[src/rtl/pll_drp_reconfig_if.sv]
// DRP bus between the reconfiguration sequencer (master) and the PLL wrapper (slave).
interface pll_drp_reconfig_if;
  logic       drp_sel;
  logic       drp_rd;
  logic       drp_wr;
  logic [7:0] drp_addr;
  logic [7:0] drp_wdata;
  logic       drp_rdy;
  logic       drp_err;
  logic [7:0] drp_rdata;

  modport master (
    output drp_sel, drp_rd, drp_wr, drp_addr, drp_wdata,
    input  drp_rdy, drp_err, drp_rdata
  );

  modport slave (
    input  drp_sel, drp_rd, drp_wr, drp_addr, drp_wdata,
    output drp_rdy, drp_err, drp_rdata
  );
endinterface

[src/rtl/pll_drp_reconfig.sv]
// PLL DRP reconfiguration sequencer: holds the PLL in reset, read-modify-writes
// one stored register profile, releases reset and waits for a stable lock.
module pll_drp_reconfig #(
  parameter int unsigned NUM_PROFILES     = 4,
  parameter int unsigned REGS_PER_PROFILE = 8,
  parameter logic [NUM_PROFILES*REGS_PER_PROFILE*24-1:0] PROFILE_TABLE = '0,
  parameter int unsigned RDY_TIMEOUT      = 255,
  parameter int unsigned LOCK_STABLE      = 64,
  parameter int unsigned LOCK_TIMEOUT     = 65535,
  localparam int unsigned SEL_W = (NUM_PROFILES > 1) ? $clog2(NUM_PROFILES) : 1
) (
  input  logic             drp_clk,
  input  logic             drp_rst,
  input  logic             cfg_req,
  input  logic [SEL_W-1:0] cfg_sel,
  output logic             cfg_busy,
  output logic             cfg_done,
  output logic             cfg_err,
  output logic [1:0]       cfg_err_code,
  output logic [SEL_W-1:0] cur_profile,
  output logic             pll_locked,
  output logic             pll_reset,
  input  logic             pll_lock,
  pll_drp_reconfig_if.master drp
);

  localparam int unsigned REG_W = (REGS_PER_PROFILE > 1) ? $clog2(REGS_PER_PROFILE) : 1;
  localparam int unsigned TBL_W = NUM_PROFILES * REGS_PER_PROFILE * 24;
  localparam int unsigned IDX_W = (TBL_W > 1) ? $clog2(TBL_W) : 1;
  localparam int unsigned RDY_W = $clog2(RDY_TIMEOUT + 1) > 0 ? $clog2(RDY_TIMEOUT + 1) : 1;
  localparam int unsigned LST_W = $clog2(LOCK_STABLE + 1) > 0 ? $clog2(LOCK_STABLE + 1) : 1;
  localparam int unsigned LTO_W = $clog2(LOCK_TIMEOUT + 1) > 0 ? $clog2(LOCK_TIMEOUT + 1) : 1;

  typedef enum logic [3:0] {
    S_IDLE, S_ASSERT_RST, S_RD, S_RD_WAIT, S_WR, S_WR_WAIT,
    S_RELEASE, S_LOCK_WAIT, S_DONE
  } state_t;

  state_t             state_q, state_d;
  logic [SEL_W-1:0]   sel_q, sel_d;
  logic [REG_W-1:0]   reg_q, reg_d;
  logic [RDY_W-1:0]   rdy_cnt_q, rdy_cnt_d;
  logic [LST_W-1:0]   stable_q, stable_d;
  logic [LTO_W-1:0]   tmo_q, tmo_d;
  logic [1:0]         lock_sync_q, lock_sync_d;
  logic               busy_q, busy_d;
  logic               done_q, done_d;
  logic               err_q, err_d;
  logic [1:0]         code_q, code_d;
  logic [SEL_W-1:0]   cur_q, cur_d;
  logic               locked_q, locked_d;
  logic               pll_reset_q, pll_reset_d;
  logic               drp_sel_q, drp_sel_d;
  logic               drp_rd_q, drp_rd_d;
  logic               drp_wr_q, drp_wr_d;
  logic [7:0]         drp_addr_q, drp_addr_d;
  logic [7:0]         drp_wdata_q, drp_wdata_d;

  logic [23:0] cur_ent, nxt_ent;
  logic        fail;
  logic [1:0]  fail_code;
  logic        rdy_expired;

  // Out-of-range profile/register indices read as an all-zero entry.
  function automatic logic [23:0] entry(input logic [SEL_W-1:0] s, input int unsigned r);
    int unsigned e;
    logic [IDX_W-1:0] base;
    e = 32'(s) * REGS_PER_PROFILE + r;
    if (32'(s) >= NUM_PROFILES || r >= REGS_PER_PROFILE) return '0;
    base = IDX_W'(e * 24);
    return PROFILE_TABLE[base +: 24];
  endfunction

  always_comb begin
    state_d     = state_q;
    sel_d       = sel_q;
    reg_d       = reg_q;
    rdy_cnt_d   = rdy_cnt_q;
    stable_d    = stable_q;
    tmo_d       = tmo_q;
    lock_sync_d = {lock_sync_q[0], pll_lock};
    busy_d      = busy_q;
    done_d      = 1'b0;
    err_d       = err_q;
    code_d      = code_q;
    cur_d       = cur_q;
    pll_reset_d = pll_reset_q;
    drp_sel_d   = 1'b0;
    drp_rd_d    = 1'b0;
    drp_wr_d    = 1'b0;
    drp_addr_d  = drp_addr_q;
    drp_wdata_d = drp_wdata_q;
    fail        = 1'b0;
    fail_code   = 2'b00;

    cur_ent     = entry(sel_q, 32'(reg_q));
    nxt_ent     = entry(sel_q, 32'(reg_q) + 1);
    // The strobe cycle counts as the first cycle of an access.
    rdy_expired = (32'(rdy_cnt_q) + 32'd1 >= RDY_TIMEOUT);

    case (state_q)
      S_IDLE: begin
        if (cfg_req) begin
          sel_d       = cfg_sel;
          reg_d       = '0;
          err_d       = 1'b0;
          code_d      = 2'b00;
          busy_d      = 1'b1;
          pll_reset_d = 1'b1;
          state_d     = S_ASSERT_RST;
        end
      end
      S_ASSERT_RST: begin
        drp_sel_d  = 1'b1;
        drp_rd_d   = 1'b1;
        drp_addr_d = cur_ent[23:16];
        state_d    = S_RD;
      end
      S_RD: begin
        rdy_cnt_d = RDY_W'(1);
        state_d   = S_RD_WAIT;
      end
      S_RD_WAIT: begin
        if (drp.drp_rdy) begin
          if (drp.drp_err) begin
            fail      = 1'b1;
            fail_code = 2'b01;
          end else begin
            drp_wdata_d = (drp.drp_rdata & ~cur_ent[15:8]) | (cur_ent[7:0] & cur_ent[15:8]);
            drp_sel_d   = 1'b1;
            drp_wr_d    = 1'b1;
            state_d     = S_WR;
          end
        end else if (rdy_expired) begin
          fail      = 1'b1;
          fail_code = 2'b10;
        end else begin
          rdy_cnt_d = rdy_cnt_q + RDY_W'(1);
        end
      end
      S_WR: begin
        rdy_cnt_d = RDY_W'(1);
        state_d   = S_WR_WAIT;
      end
      S_WR_WAIT: begin
        if (drp.drp_rdy) begin
          if (drp.drp_err) begin
            fail      = 1'b1;
            fail_code = 2'b01;
          end else if (32'(reg_q) == REGS_PER_PROFILE - 1) begin
            pll_reset_d = 1'b0;
            state_d     = S_RELEASE;
          end else begin
            reg_d      = reg_q + REG_W'(1);
            drp_sel_d  = 1'b1;
            drp_rd_d   = 1'b1;
            drp_addr_d = nxt_ent[23:16];
            state_d    = S_RD;
          end
        end else if (rdy_expired) begin
          fail      = 1'b1;
          fail_code = 2'b10;
        end else begin
          rdy_cnt_d = rdy_cnt_q + RDY_W'(1);
        end
      end
      S_RELEASE: begin
        stable_d = '0;
        tmo_d    = '0;
        state_d  = S_LOCK_WAIT;
      end
      S_LOCK_WAIT: begin
        if (lock_sync_q[1] && (32'(stable_q) + 32'd1 >= LOCK_STABLE)) begin
          done_d  = 1'b1;
          cur_d   = sel_q;
          state_d = S_DONE;
        end else begin
          stable_d = lock_sync_q[1] ? stable_q + LST_W'(1) : '0;
          if (32'(tmo_q) + 32'd1 >= LOCK_TIMEOUT) begin
            fail      = 1'b1;
            fail_code = 2'b11;
          end else begin
            tmo_d = tmo_q + LTO_W'(1);
          end
        end
      end
      S_DONE: begin
        busy_d  = 1'b0;
        state_d = S_IDLE;
      end
      default: state_d = S_IDLE;
    endcase

    if (fail) begin
      err_d       = 1'b1;
      code_d      = fail_code;
      pll_reset_d = 1'b0;
      done_d      = 1'b1;
      state_d     = S_DONE;
    end

    locked_d = lock_sync_d[1] && (state_d == S_IDLE) && !err_d;
  end

  always_ff @(posedge drp_clk or posedge drp_rst) begin
    if (drp_rst) begin
      state_q     <= S_IDLE;
      sel_q       <= '0;
      reg_q       <= '0;
      rdy_cnt_q   <= '0;
      stable_q    <= '0;
      tmo_q       <= '0;
      lock_sync_q <= '0;
      busy_q      <= 1'b0;
      done_q      <= 1'b0;
      err_q       <= 1'b0;
      code_q      <= '0;
      cur_q       <= '0;
      locked_q    <= 1'b0;
      pll_reset_q <= 1'b0;
      drp_sel_q   <= 1'b0;
      drp_rd_q    <= 1'b0;
      drp_wr_q    <= 1'b0;
      drp_addr_q  <= '0;
      drp_wdata_q <= '0;
    end else begin
      state_q     <= state_d;
      sel_q       <= sel_d;
      reg_q       <= reg_d;
      rdy_cnt_q   <= rdy_cnt_d;
      stable_q    <= stable_d;
      tmo_q       <= tmo_d;
      lock_sync_q <= lock_sync_d;
      busy_q      <= busy_d;
      done_q      <= done_d;
      err_q       <= err_d;
      code_q      <= code_d;
      cur_q       <= cur_d;
      locked_q    <= locked_d;
      pll_reset_q <= pll_reset_d;
      drp_sel_q   <= drp_sel_d;
      drp_rd_q    <= drp_rd_d;
      drp_wr_q    <= drp_wr_d;
      drp_addr_q  <= drp_addr_d;
      drp_wdata_q <= drp_wdata_d;
    end
  end

  assign cfg_busy      = busy_q;
  assign cfg_done      = done_q;
  assign cfg_err       = err_q;
  assign cfg_err_code  = code_q;
  assign cur_profile   = cur_q;
  assign pll_locked    = locked_q;
  assign pll_reset     = pll_reset_q;
  assign drp.drp_sel   = drp_sel_q;
  assign drp.drp_rd    = drp_rd_q;
  assign drp.drp_wr    = drp_wr_q;
  assign drp.drp_addr  = drp_addr_q;
  assign drp.drp_wdata = drp_wdata_q;

endmodule

[src/flat_wrapper.sv]
// flat-port wrapper written by rule: the top's interface ports become plain ports
module pll_drp_reconfig_flat 
#(
  parameter int unsigned NUM_PROFILES     = 4,
  parameter int unsigned REGS_PER_PROFILE = 8,
  parameter logic [NUM_PROFILES*REGS_PER_PROFILE*24-1:0] PROFILE_TABLE = '0,
  parameter int unsigned RDY_TIMEOUT      = 255,
  parameter int unsigned LOCK_STABLE      = 64,
  parameter int unsigned LOCK_TIMEOUT     = 65535,
  localparam int unsigned SEL_W = (NUM_PROFILES > 1) ? $clog2(NUM_PROFILES) : 1
)
  (drp_clk, drp_rst, cfg_req, cfg_sel, cfg_busy, cfg_done, cfg_err, cfg_err_code, cur_profile, pll_locked, pll_reset, pll_lock, drp_drp_sel, drp_drp_rd, drp_drp_wr, drp_drp_addr, drp_drp_wdata, drp_drp_rdy, drp_drp_err, drp_drp_rdata);
  pll_drp_reconfig_if drp_i ();
  input  logic drp_clk;
  input  logic drp_rst;
  input  logic cfg_req;
  input  logic [SEL_W-1:0] cfg_sel;
  output logic cfg_busy;
  output logic cfg_done;
  output logic cfg_err;
  output logic [1:0] cfg_err_code;
  output logic [SEL_W-1:0] cur_profile;
  output logic pll_locked;
  output logic pll_reset;
  input  logic pll_lock;
  output wire logic [$bits(drp_i.drp_sel)-1:0] drp_drp_sel;
  output wire logic [$bits(drp_i.drp_rd)-1:0] drp_drp_rd;
  output wire logic [$bits(drp_i.drp_wr)-1:0] drp_drp_wr;
  output wire logic [$bits(drp_i.drp_addr)-1:0] drp_drp_addr;
  output wire logic [$bits(drp_i.drp_wdata)-1:0] drp_drp_wdata;
  input wire logic [$bits(drp_i.drp_rdy)-1:0] drp_drp_rdy;
  input wire logic [$bits(drp_i.drp_err)-1:0] drp_drp_err;
  input wire logic [$bits(drp_i.drp_rdata)-1:0] drp_drp_rdata;
  assign drp_drp_sel = drp_i.drp_sel;
  assign drp_drp_rd = drp_i.drp_rd;
  assign drp_drp_wr = drp_i.drp_wr;
  assign drp_drp_addr = drp_i.drp_addr;
  assign drp_drp_wdata = drp_i.drp_wdata;
  assign drp_i.drp_rdy = drp_drp_rdy;
  assign drp_i.drp_err = drp_drp_err;
  assign drp_i.drp_rdata = drp_drp_rdata;
  pll_drp_reconfig #(.NUM_PROFILES(NUM_PROFILES), .REGS_PER_PROFILE(REGS_PER_PROFILE), .PROFILE_TABLE(PROFILE_TABLE), .RDY_TIMEOUT(RDY_TIMEOUT), .LOCK_STABLE(LOCK_STABLE), .LOCK_TIMEOUT(LOCK_TIMEOUT)) u_core (.drp_clk(drp_clk), .drp_rst(drp_rst), .cfg_req(cfg_req), .cfg_sel(cfg_sel), .cfg_busy(cfg_busy), .cfg_done(cfg_done), .cfg_err(cfg_err), .cfg_err_code(cfg_err_code), .cur_profile(cur_profile), .pll_locked(pll_locked), .pll_reset(pll_reset), .pll_lock(pll_lock), .drp(drp_i));
endmodule
[config.mk]
export PLATFORM = sky130hd
export DESIGN_NAME = pll_drp_reconfig_flat
export DESIGN_NICKNAME = d
export VERILOG_FILES = /design/src/rtl/pll_drp_reconfig_if.sv /design/src/rtl/pll_drp_reconfig.sv /design/src/flat_wrapper.sv
export SDC_FILE = /design/constraint.sdc
export NUM_CORES = 1
export LEC_CHECK = 0
export ABC_AREA = 1
export CAP_MARGIN = 20
export CORE_ASPECT_RATIO = 1.5
export CORE_MARGIN = 10
export CORE_UTILIZATION = 34
export DETAILED_ROUTE_END_ITERATION = 6
export PLACE_DENSITY = 0.61
export SETUP_SLACK_MARGIN = 0.1
export SYNTH_ARGS = -nofsm -noshare
export SYNTH_HDL_FRONTEND = slang
export SYNTH_SLANG_ARGS = --single-unit
[constraint.sdc]
create_clock -name drp_clk -period 4.7 [get_ports drp_clk]
set_input_delay 0.94 -clock drp_clk [delete_from_list [all_inputs] [get_ports drp_clk]]
set_output_delay 0.94 -clock drp_clk [all_outputs]
set_load 0.02 [all_outputs]
==> Yosys cells after proc, flatten, opt, wreduce, memory -nomap -nowiden <==
Cells that the tools add are included.
{ "classes": {"add_sub_neg": 10, "mul": 2, "n_lt_le_gt_ge": 4, "eq_ne": 21, "shifts": 2, "muxes": 66, "bitwise_logic": 5, "n_reduce_logical": 27} }
{ "op_table": {"columns": ["operator", "n"], "rows": [
  ["$shiftx A768 B11 Y24 const A", 2],
  ["$mul A32 B2 Y7 const B", 2],
  ["$mux W24", 2],
  ["$mux W8", 5],
  ["$add A5 B32 Y32", 1],
  ["$ge A32 B16 Y1 const B", 1],
  ["$ge A32 B4 Y1 const B", 1],
  ["$ge A32 B7 Y1 const B", 1],
  ["$ge A32 B8 Y1 const B", 1],
  ["$mux W16", 2],
  ["$pmux W16 S2", 1],
  ["$pmux W4 S8", 1],
  ["$pmux W8 S2", 2],
  ["$mux W4", 7],
  ["$mux W1", 24],
  ["$add A16 B1 Y17 const B", 1],
  ["$add A16 B1 Y16 const B", 1],
  ["$and A8 B8 Y8", 2],
  ["$eq A4 B3 Y1 const B", 4],
  ["$ne A2 B2 Y1 const B", 8],
  ["$mux W3", 5],
  ["$mux W2", 7],
  ["$mux W7", 2],
  ["$pmux W7 S2", 1],
  ["other kinds (30)", 53]
]} }
{ "totals": {"ff_bits": 70, "inputBits": 16, "output_inout_bits": 28, "elab_cells": 156} }

==> Depth between registers and ports, before layout <==
{ "depth": {"depth_word": 9, "ltp_mapped": 17} }

==> Worst setup path before layout <==
No wires, ideal clock.
{ "synth_path": {"kind": "input-to-reg", "from": "input drp_drp_rdy", "to": "register u_core.drp_wdata_q[0] (netlist: u_core.drp.drp_wdata[0])", "setup_time_ns": 0.118, "arrival_ns": 1.988, "setup_slack_ns": 2.594, "cell_stages": 8, "n_path_buf": 1, "cell_sequence": "inv_1 > nor2_1 > inv_1 > nor2_1 > buf_1 > clkinv_1 > nand2_1 > nand2_1"} }
{ "synth_between": {"elab_chain_cells": 1} }
{ "synth_rtl": {"columns": ["item", "line", "source"], "rows": [
  ["start: declaration", "flat_wrapper.sv:31", "input wire logic [$bits(drp_i.drp_rdy)-1:0] drp_drp_rdy;"],
  ["$reduce_and A3 Y1 (no source line)", null, null],
  ["end signal: assignment", "pll_drp_reconfig.sv:245", "drp_wdata_q <= drp_wdata_d;"],
  ["end: declaration", "pll_drp_reconfig.sv:57", "logic [7:0] drp_wdata_q, drp_wdata_d;"]
]} }
No other way between the ends.
A chain may end at the register's enable or synchronous reset.

==> Final worst setup path <==
{ "layout_path": {"from": "input drp_drp_rdy", "to": "register u_core.drp_wdata_q[6] (netlist: u_core.drp.drp_wdata[6])"} }
The elaborated chain is that of the path after synthesis.

==> flow_summary.json <==
{
  "rr_worst_depth": 8,
  "antenna_cells": 0,
  "postCtsSetupBuffers": 0,
  "gp_congestion": 0.823,
  "syn_inst": 470,
  "synth.top_cell.area_share": 0.447,
  "vias_per_cell": 4.82,
  "power_density_mw_per_mm2": 464,
  "required_ns": 4.92,
  "syn_to_final_growth_pct": 21.3,
  "dr.pass1.iters": 4,
  "clk_latency_ns": 0.33,
  "die_x_um": 103,
  "fin_tns_setup_ns": 0,
  "slew_violations": 0,
  "die-area_mm2": 0.0147,
  "port_buffers": 35,
  "timing.rr.start": "u_core.state_q[3]",
  "max_freq_mhz": 361,
  "hpwl_um": 5890,
  "initial_core_util": 0.345,
  "path_clk_slew_ns": 0.05,
  "post-route-period-util": 0.590,
  "hold_viol_final": 0,
  "min_period_ns": 2.77,
  "grt_usage": 0.115,
  "overflow": 0,
  "synth-edff-count": 0,
  "yosys-top-cells-count": "151 x nand2_1, 62 x dfrtp_1, 53 x nor2_1, 50 x nand3_1, 47 x inv_1",
  "ff_latch_area_mm2": 0.00155,
  "antenna_left": 0,
  "numCtsBuffers": 9,
  "synth_top_cell_by_area": "dfrtp_1",
  "post_cts_resized": 0,
  "drv_cap": 0,
  "rsz0062_at_grt": "no",
  "fin_worst_skew_ns": 0.00576,
  "die_h_um": 144,
  "startpoint": "drp_drp_rdy",
  "clock-sinks": 62,
  "synth-seq-area-share": 0.447,
  "pin_count": 44,
  "critPathKind": "in -> reg",
  "yosysMostFrequentCell": "nand2_1",
  "wl_per_cell_um": 12.6,
  "crit_fanout": 11,
  "drc": 0,
  "hold_buffers": 0,
  "cts-root-buf": "clkbuf_16",
  "drt_iter0_markers": 108,
  "finalWorstSetupSlack_ns": 1.93,
  "layout.nets": 534,
  "pre_cts_ws_ns": 1.58,
  "worstHoldStart": "u_core.lock_sync_q[0]",
  "drive_above_1_share": 0.0602,
  "synth_area_mm2": 0.00347,
  "max_slew_margin": 0.523,
  "multiInputGateArea_mm2": 0.00167,
  "ys_types": 33,
  "ys_warn_count": 0,
  "nFillCells": 1014,
  "grt_max_degree": 46,
  "htreeDepth": 3,
  "grt_pass1_wl_um": 13500,
  "setup_viol": 0,
  "holdPathStages": 0,
  "ys_ff_latch": 62,
  "end_kind": "flop",
  "synth.avg_cell_area_um2": 7.39,
  "critPathLaunchType": "primary input",
  "clk_path_buf_depth": 2,
  "status": "finished clean",
  "grt_pass1_vias": 3026,
  "synth_flop_cell": "dfrtp_1",
  "leakagePower_uw": 0.00199,
  "vias": 3047,
  "cts_tree": "done",
  "hold_class": "reg -> reg",
  "worst-slew-pin-transition_ns": 0.713,
  "antenna_found_initial": 0,
  "synth-async-reset-ratio": 1.00,
  "drt_wl_total_um": 7990,
  "core_area_mm2": 0.0101,
  "arrival_ns": 2.99,
  "ir_drop_mv": 0.289,
  "synthTopCellsByArea": "dfrtp_1 45%, nand2_1 16%, nand3_1 7.2%",
  "rows": 45
}
## power breakdown
part           switching, µW  total (µW)  internal (µW)
Clock                    228         626            398
Combinational            368         601            233
Sequential              80.6         728            647
## path summary, 6_finish.rpt
kind                                            to  slack (ns)
setup / recovery           u_core.drp.drp_wdata[6]        1.93
hold / removal               u_core.lock_sync_q[1]        0.39
setup reg to reg                  u_core.tmo_q[14]        2.35
hold reg to reg              u_core.lock_sync_q[1]        0.39
max in group asynchronous        u_core.drp.drp_rd        3.09
min in group asynchronous          u_core.tmo_q[9]        0.83
## flip-flops by register name, summed over array words and instances (netlist names), 2 cells and up
register              flops
u_core.cfg_err_code       2
u_core.cur_profile        2
u_core.drp.drp_wdata      8
u_core.lock_sync_q        2
u_core.rdy_cnt_q          8
u_core.reg_q              3
u_core.sel_q              2
u_core.stable_q           7
u_core.state_q            4
u_core.tmo_q             16
## through the flow
stage                util  instance area, µm²  total power, µW  hold slack, ns  instances
finish              0.418                4210             1950           0.385        632
global route        0.418                4210             2090           0.404        632
CTS                 0.416                4190             1980           0.390        631
detailed placement  0.387                3900             1350           0.378        615
global placement    0.387                3900             1340           0.370        615
floorplan               -                3500             1110           0.348        477
## metal layers
metal | vias to the layer above | wire [µm] | track usage
li1 | 1568 | - | -
met1 | 1424 | 3390 | 0.120
met2 | 38 | 4170 | 0.203
met3 | 17 | 230 | 0.0279
met4 | 0 | 193 | 0.0626
met5 | - | 0 | 0
## cell families (layout without fill, tap and decap cells)
family	Yosys count	after routing	share of synthesized area
xor+xnor	6	6	0.0151
other cells	1	8	0.00108
flops	62	62	0.447
mux	1	1	0.00324
compound gates	45	45	0.0732
simple gates	284	284	0.351
buf+inv	63	101	0.0804
fa+ha+maj	8	8	0.0288
## worst max-delay path, cell delays in order
cell and delay, ns:
clkdlybuf4s50_1 0.48, inv_1 0.07, nor2_1 0.19, inv_1 0.11, nor2_1 0.57, clkinv_1 0.43, nand2_1 0.15, nand2_1 0.05
## placed cells by master (no fill, tap or decap)
cell type,instances
nand2_1,151
dfrtp_1,62
nor2_1,53
nand3_1,50
inv_1,46
clkdlybuf4s50_1,35
o21ai_0,22
a21oi_1,12
clkbuf_16,9
nor3_1,8
ha_1,8
conb_1,8
nand4_1,7
o21a_1,5
nand2_2,4
xnor2_1,4
clkbuf_8,3
nor2_4,2
o21bai_1,2
xor2_1,2
nand3b_1,2
nand2_4,2
or2_2,2
a22oi_1,2
clkinv_2,2
nand3_2,1
nor2_2,1
nor4_1,1
clkinv_1,1
a2bb2oi_1,1
o211ai_1,1
inv_2,1
mux2_2,1
clkinvlp_4,1
clkbuf_1,1
buf_12,1
buf_4,1
## area by class of cell
| type | count | share of cell area |
|---|---|---|
| Clock inverter | 3 | 0.00416 |
| Clock buffer | 13 | 0.0642 |
| Inverter | 48 | 0.0428 |
| Multi-Input combinational cell | 352 | 0.396 |
| Tap cell | 117 | 0.0348 |
| Timing Repair Buffer | 37 | 0.0897 |
| Sequential cell | 62 | 0.368 |
No activity file was read; power rests on OpenSTA's default activity.
